--- src/rtl/exc_irq_ctrl.sv ---
// exc_irq_ctrl: latches, masks and prioritises interrupt lines, tracks user/kernel mode,
// captures EPC/cause and issues the PC redirect for interrupts and illegal-opcode exceptions.
`default_nettype none

module exc_irq_ctrl #(
  parameter int                    NUM_IRQ    = 4,
  parameter logic [NUM_IRQ-1:0]    EDGE_MASK  = 4'b0001,
  parameter int                    PC_WIDTH   = 32,
  parameter logic [PC_WIDTH-1:0]   IRQ_VECTOR = 32'h80000004,
  parameter logic [PC_WIDTH-1:0]   EXC_VECTOR = 32'h80000008
) (
  input  logic                clk,
  input  logic                reset,
  input  logic [NUM_IRQ-1:0]  irq_in,
  input  logic                mask_we,
  input  logic [NUM_IRQ-1:0]  mask_wdata,
  input  logic [NUM_IRQ-1:0]  pend_clr,
  input  logic                instr_valid,
  input  logic [PC_WIDTH-1:0] cur_pc,
  input  logic                exc_req,
  input  logic                eret,
  output logic                ker,
  output logic                take,
  output logic                take_is_irq,
  output logic [PC_WIDTH-1:0] vector_pc,
  output logic [PC_WIDTH-1:0] epc,
  output logic [7:0]          cause,
  output logic [NUM_IRQ-1:0]  pending,
  output logic                dbl_fault
);

  typedef enum logic [0:0] {
    USER   = 1'b0,
    KERNEL = 1'b1
  } state_e;

  state_e               state_q;
  logic [NUM_IRQ-1:0]   irq_q;
  logic [NUM_IRQ-1:0]   pend_q;
  logic [NUM_IRQ-1:0]   pend_d;
  logic [NUM_IRQ-1:0]   mask_q;
  logic [PC_WIDTH-1:0]  epc_q;
  logic [7:0]           cause_q;
  logic                 dbl_q;

  logic [NUM_IRQ-1:0]   rise;
  logic [NUM_IRQ-1:0]   active;
  logic [NUM_IRQ-1:0]   svc_clr;
  logic [2:0]           idx;
  logic                 irq_take;
  logic                 exc_take_user;
  logic                 exc_take_ker;

  assign rise    = irq_in & ~irq_q & EDGE_MASK;
  assign pending = pend_q | (irq_in & ~EDGE_MASK);
  assign active  = pending & mask_q;

  // Lowest set index wins: scan downward so the last hit is the smallest index.
  always_comb begin
    idx = 3'd0;
    for (int i = NUM_IRQ - 1; i >= 0; i--) begin
      if (active[i]) idx = 3'(i);
    end
  end

  assign irq_take      = (state_q == USER) && instr_valid && (|active);
  assign exc_take_user = (state_q == USER) && instr_valid && !(|active) && exc_req;
  assign exc_take_ker  = (state_q == KERNEL) && instr_valid && exc_req;

  assign take        = irq_take | exc_take_user | exc_take_ker;
  assign take_is_irq = irq_take;
  assign vector_pc   = irq_take ? IRQ_VECTOR : (take ? EXC_VECTOR : '0);

  assign svc_clr = irq_take ? ((NUM_IRQ'(1) << idx) & EDGE_MASK) : '0;
  // A fresh edge in the same cycle as a clear keeps the pending set.
  assign pend_d  = (pend_q & ~pend_clr & ~svc_clr) | rise;

  always_ff @(posedge clk or negedge reset) begin
    if (!reset) begin
      state_q <= USER;
      irq_q   <= '0;
      pend_q  <= '0;
      mask_q  <= '0;
      epc_q   <= '0;
      cause_q <= '0;
      dbl_q   <= 1'b0;
    end else begin
      irq_q  <= irq_in;
      pend_q <= pend_d;
      if (mask_we) mask_q <= mask_wdata;
      case (state_q)
        USER: begin
          if (irq_take) begin
            state_q <= KERNEL;
            epc_q   <= cur_pc;
            cause_q <= {5'b0, idx};
          end else if (exc_take_user) begin
            state_q <= KERNEL;
            epc_q   <= cur_pc;
            cause_q <= 8'h80;
          end
        end
        KERNEL: begin
          if (exc_take_ker) begin
            dbl_q <= 1'b1;
          end else if (instr_valid && eret) begin
            state_q <= USER;
          end
        end
        default: state_q <= USER;
      endcase
    end
  end

  assign ker       = (state_q == KERNEL);
  assign epc       = epc_q;
  assign cause     = cause_q;
  assign dbl_fault = dbl_q;

endmodule

`default_nettype wire

--- config.mk ---
export PLATFORM = sky130hd
export DESIGN_NAME = exc_irq_ctrl
export DESIGN_NICKNAME = d
export VERILOG_FILES = /design/src/rtl/exc_irq_ctrl.sv
export SDC_FILE = /design/constraint.sdc
export NUM_CORES = 1
export LEC_CHECK = 0
export ABC_AREA = 1
export CAP_MARGIN = 30
export CORE_UTILIZATION = 34
export CTS_BUF_LIST = sky130_fd_sc_hd__clkbuf_4 sky130_fd_sc_hd__clkbuf_8 sky130_fd_sc_hd__clkbuf_16
export CTS_CLUSTER_DIAMETER = 120
export DETAILED_ROUTE_END_ITERATION = 10
export PLACE_DENSITY_LB_ADDON = 0.08
export RECOVER_POWER = 100
export SYNTH_ARGS = -nofsm -noshare
export SYNTH_HDL_FRONTEND = slang
export SYNTH_SLANG_ARGS = --single-unit
--- constraint.sdc ---
create_clock -name clk -period 1.3 [get_ports clk]
set_input_delay 0.13 -clock clk [delete_from_list [all_inputs] [get_ports clk]]
set_output_delay 0.13 -clock clk [all_outputs]
set_load 0.01 [all_outputs]
### Word-level counts from Yosys, hierarchy flattened

Cells that the tools add are included.

| storage, ports and cells | value |
|---|---|
| register bits | 51 |
| bits of input ports | 50 |
| output and inout port bits | 80 |
| logic and storage cells | 48 |

| cells by class | value |
|---|---|
| shift-type cells | 1 |
| muxes and demuxes | 16 |
| bitwise gates (word level) | 12 |
| reduce and logical (&&, ||, !) cells | 12 |

Operators by type and width:

| kind | count |
|---|---|
| 32-bit 2-to-1 mux | 4 |
| 8-bit 2-to-1 mux | 2 |
| 4-bit AND | 3 |
| 2-bit 2-to-1 mux | 4 |
| 1-bit logical AND | 7 |
| 1-bit 2-to-1 mux | 5 |
| 1-bit inverter with 4-bit output | 1 |
| 4-bit inverter | 1 |
| 4-bit by 1-bit bitwise OR with 4-bit output | 1 |
| 4-bit bitwise OR | 1 |
| 2-bit AND reduction | 2 |
| 4-bit OR reduction | 1 |
| 1-bit by 3-bit left shift with 1-bit output, first input constant | 1 |
| 1-bit inverter | 2 |
| 1-bit bitwise OR | 2 |
| 1-bit one-hot mux with 2 select lines | 1 |
| 2-bit nonzero test | 1 |
| 1-bit AND | 1 |
| 1-bit zero test | 1 |

### Longest topological paths before layout

| depth | value |
|---|---|
| depth in word-level cells | 11 |
| gate-level depth with buffers | 9 |
| gate-level depth less buffers | 8 |

### Worst setup path before layout

OpenSTA, ideal clock, no wires.

| path | value |
|---|---|
| kind | register -> output |
| from | register state_q (netlist: ker) |
| to | output port vector_pc[3] |
| arrival time | 1224 ps |
| slack | -54 ps |
| cell stages (with the launch flop) | 6 |
| cells stage by stage | dfrtp_1 -> nor2_4 -> nand2_2 -> buf_4 -> buf_6 -> a21oi_1 |

| on the way | value |
|---|---|
| word-level cells in the longest chain between the ends | 8 |

Ends and longest elaborated chain:

| what | line | text |
|---|---|---|
| start: declaration | 37 | `state_e state_q;` |
| start signal: assignment | 80 | `state_q <= USER;` |
| start signal: assignment | 94 | `state_q <= KERNEL;` |
| start signal: assignment | 98 | `state_q <= KERNEL;` |
| 1-bit inverter (no line) | n/a |  |
| 1-bit logical AND | 66, 67 |  |
| 1-bit logical AND (2 in series) | 67 | `assign exc_take_user = (state_q == USER) && instr_valid && !(\|active) && exc_req;` |
| 1-bit bitwise OR (2 in series) | 70 | `assign take = irq_take \| exc_take_user \| exc_take_ker;` |
| 32-bit 2-to-1 mux | 72 | `assign vector_pc = irq_take ? IRQ_VECTOR : (take ? EXC_VECTOR : '0);` |
| 32-bit 2-to-1 mux * | 72 |  |
| end: declaration | 25 | `output logic [PC_WIDTH-1:0] vector_pc,` |

Every way passes the cells marked *; elsewhere a longest branch is shown, timed or not.

### Final worst setup path

| path | value |
|---|---|
| from | register pend_q[2] |
| to | output port take |

| on the way | value |
|---|---|
| word-level cells in the longest chain between the ends | 8 |

Ends and longest elaborated chain:

| what | line | text |
|---|---|---|
| start: declaration | 39 | `logic [NUM_IRQ-1:0] pend_q;` |
| start signal: assignment | 89 | `pend_q <= pend_d;` |
| 4-bit bitwise OR * | 55 | `assign pending = pend_q \| (irq_in & ~EDGE_MASK);` |
| 4-bit AND * | 56 | `assign active = pending & mask_q;` |
| 4-bit OR reduction * | 66, 67 |  |
| 1-bit zero test | 67 |  |
| 1-bit logical AND (2 in series) | 67 |  |
| 1-bit bitwise OR * (2 in series) | 70 |  |
| end: declaration | 23 | `output logic take,` |

Marked as above.

==> flow_summary_export.csv <==
group,metric,value,unit
layout,syn_to_final_growth,53.2,%
critical_path,worstPathBufferInverterCount,2,
synthesis,ys_seq_area_frac,0.513,
cts,clock_sinks,46,
pwr,swShare,0.348,
pwr,p_seq_frac,0.386,
grt,grt_max_degree,47,
cts,cts_buffers,5,
timing,slew_headroom,0.574,
worst_hold_path,hp-class,"in -> reg",
timing,fin_crit_sh,1.21,
layout,layout-drive-gt1-share,0.188,
floorplanning,fp.dieArea,6920,um^2
critical_path,cp_slowest_cell,"dfrtp_1",
timing,fin_ws,-0.276,ns
grt,grt.overflow.total,0,
route,vias,1889,
outcome,status,"finished, violations left",
floorplanning,dieWidth,83.2,um
synthesis,yosys.area.top_type_share,0.513,
synthesis,synth_area_leaders,"dfrtp_1, buf_4, nand2_1",
synthesis,synth_area,2240,um^2
critical_path,cp_common_cell,"nor2_2",
route,ant_nets,0,
pwr,clkPwrFrac,0.157,
floorplanning,floorplan.initialDensity,0.353,
synthesis,synth_cells,251,
cts,clk_latency,0.29,ns
synthesis,synth_flop_cell,"dfrtp_1",
timing,slew_violations,0,
outcome,violations,"negative setup slack",
synthesis,synth_most_common_cell,"nand2_1",
timing,rsz0062_at_grt,"yes",
pwr,power.leakage,1.85,nW
critical_path,cp_slowest_stage_delay,0.40,ns
timing,hold_ws,0.359,ns
route,wl_per_cell,11.7,um
critical_path,worstPathArrival,1.45,ns
synthesis,synth_common_cells,"nand2_1, dfrtp_1, buf_4, nand3_1, inv_1",
floorplanning,coreArea,6350,um^2
grt,grt_usage,0.160,
synthesis,synth_top_area_cell,"dfrtp_1",
cts,path_clk_slew,0.09,ns
route,wirelength,5250,um
timing,fin_worst_skew,0.00689,ns
placement,hpwlAfterDp,3570,um
pwr,p_switching,2.03,mW
floorplanning,fp-row-count,29,
placement,dpl_worst_slack,-0.612,ns
timing,hold_viol_final,0,
cts,tritoncts,"yes",
layout,n_antenna_cell,0,
critical_path,endpoint_kind,"primary output",
critical_path,worstPathRequired,1.17,ns
run,max-cap-violations,0,
floorplanning,dieHeight,83.2,um
cts,cts_root_buffer,"clkbuf_8",
synthesis,synth_enable_flop_cells,0,
critical_path,path_cells,"nor2_2, nor2_1, nor2_2, nand2_2, nand2_4, buf_4, o21ai_2, buf_2",
grt,antenna_found_initial,0,
route,firstDrtPassIters,4,
synthesis,synth-seq-cells,46,
route,drt_iter0_markers,84,
timing,finalSetupViolations,40,
route,post-route-drc-count,0,
placement,portBuffers,95,
pwr,p_int,3.80,mW
grt,grt_pass1_wl,8910,um
cts,htree_num_levels,2,
pwr,power_density,1700,nW/um^2
layout,register_area,1150,um^2
layout,fillers,619,
timing,worst_slew_pin_slew,0.639,ns
layout,multiInputGateArea,823,um^2
placement,gp_congestion,0.745,
layout,final_area,3430,um^2
critical_path,crit_type,"reg -> out",
synthesis,synth.distinct_cells,22,
synthesis,syn_avg_cell_area,8.93,um^2
synthesis,yosys_warnings,0,
placement,post_dp_cell_area,3220,um^2
timing,fin_crit,1.58,ns
floorplanning,ios,130,
pwr,ir_drop,0.000785,V
layout,nets,421,
cts,cts_max_path_buffers,2,
synthesis,async_reset_ff_frac,1.00,
layout,final_util,0.541,
timing,fmax,0.634,GHz
grt,first_global_vias,1788,
critical_path,critPathMaxFanout,5,
critical_path,crit_path_start_kind,"flip-flop",
critical_path,path_delay_family,"simple AND/OR/NAND/NOR gates",
route,viasPerCell,4.21,
pwr,pwr-share-comb,0.456,
worst min-delay path: cells and delay by family:
family / cells / cell delay (ns)
buffers and inverters: 1 / 0.39
and+or+nand+nor: 2 / 0.10
through the flow:
step	setup TNS (ns)	instances	power, mW
final	-9.39	449	5.83
after global routing	-13.53	449	6.28
after CTS	-11.13	444	5.87
after detailed placement	-18.65	426	5.16
after global placement	-18.13	426	5.13
after floorplan	0	284	3.63
state kept, by name, summed over array words and instances (netlist names):
signal     cells
ker            1
mask_q         4
epc           32
irq_q          1
cause          3
pend_q         4
dbl_fault      1
per-layer routing:
layer	GRT usage	up-vias	share of wire
met4	0.0564	0	0.0091
li1	-	952	-
met2	0.262	71	0.48
met3	0.0298	4	0.056
met1	0.211	862	0.45
met5	0	-	0
path summary, 6_finish.rpt:
path,from,cells past startpoint,endpoint,slack (ns)
setup / recovery,pend_q[2]$_DFF_PN0_,8,take,-0.28
max in group asynchronous,reset,3,cause[0]$_DFFE_PN0P_,0.38
setup reg to reg,pend_q[2]$_DFF_PN0_,11,epc[11]$_DFFE_PN0P_,-0.27
min in group asynchronous,reset,3,epc[31]$_DFFE_PN0P_,0.49
hold / removal,cur_pc[18],3,epc[18]$_DFFE_PN0P_,0.36
hold reg to reg,irq_q[0]$_DFF_PN0_,1,pend_q[0]$_DFF_PN0_,0.43
cells by family (layout without fill, tap and decap cells):
family / after synthesis / after routing / share of synthesized area
multiplexers: 1 / 1 / 0.00502
AO/OA/AOI/OAI: 9 / 9 / 0.0218
AND/OR/NAND/NOR: 132 / 132 / 0.273
other: 1 / 34 / 0.00167
flip-flops: 46 / 46 / 0.513
buffers and inverters: 62 / 150 / 0.185
cell type report:
type / count / area share
clock buffers: 7 / 0.0262
repair buffers: 127 / 0.352
clock inverters: 1 / 0.00146
multi-input cells: 176 / 0.240
inverters: 15 / 0.0171
flip-flops and latches: 46 / 0.335
well taps: 77 / 0.0281
cell usage in the layout, fill, tap and decap left out, types with 5 or more instances in the layout:
cell and instances:
nand2_1 75, nand3_1 30, clkdlybuf4s50_1 46, buf_2 5
inv_1 13, nor2_1 6, dlygate4sd2_1 37, conb_1 34
nor2_2 7, clkbuf_8 6, dfrtp_1 46, nand3_2 7
buf_12 5, buf_4 21
what timing repair did:
item	in CTS	in global routing
gates resized for setup	79	10
pin swaps	5	3
setup endpoints to repair	81	45
gates cloned	2	0
setup buffers	8	5
endpoints found under the hold margin	46	0
hold buffers	1	0
power by group through the flow:
stage,combinational [mW],clock [mW],sequential [mW]
detailed placement,2.85,0,2.31
finish,2.66,0.918,2.25
CTS,2.65,0.959,2.26
floorplan,1.07,0,2.56
global placement,2.84,0,2.30
global route,2.93,1.01,2.34
No activity file was read; power rests on OpenSTA's default activity.
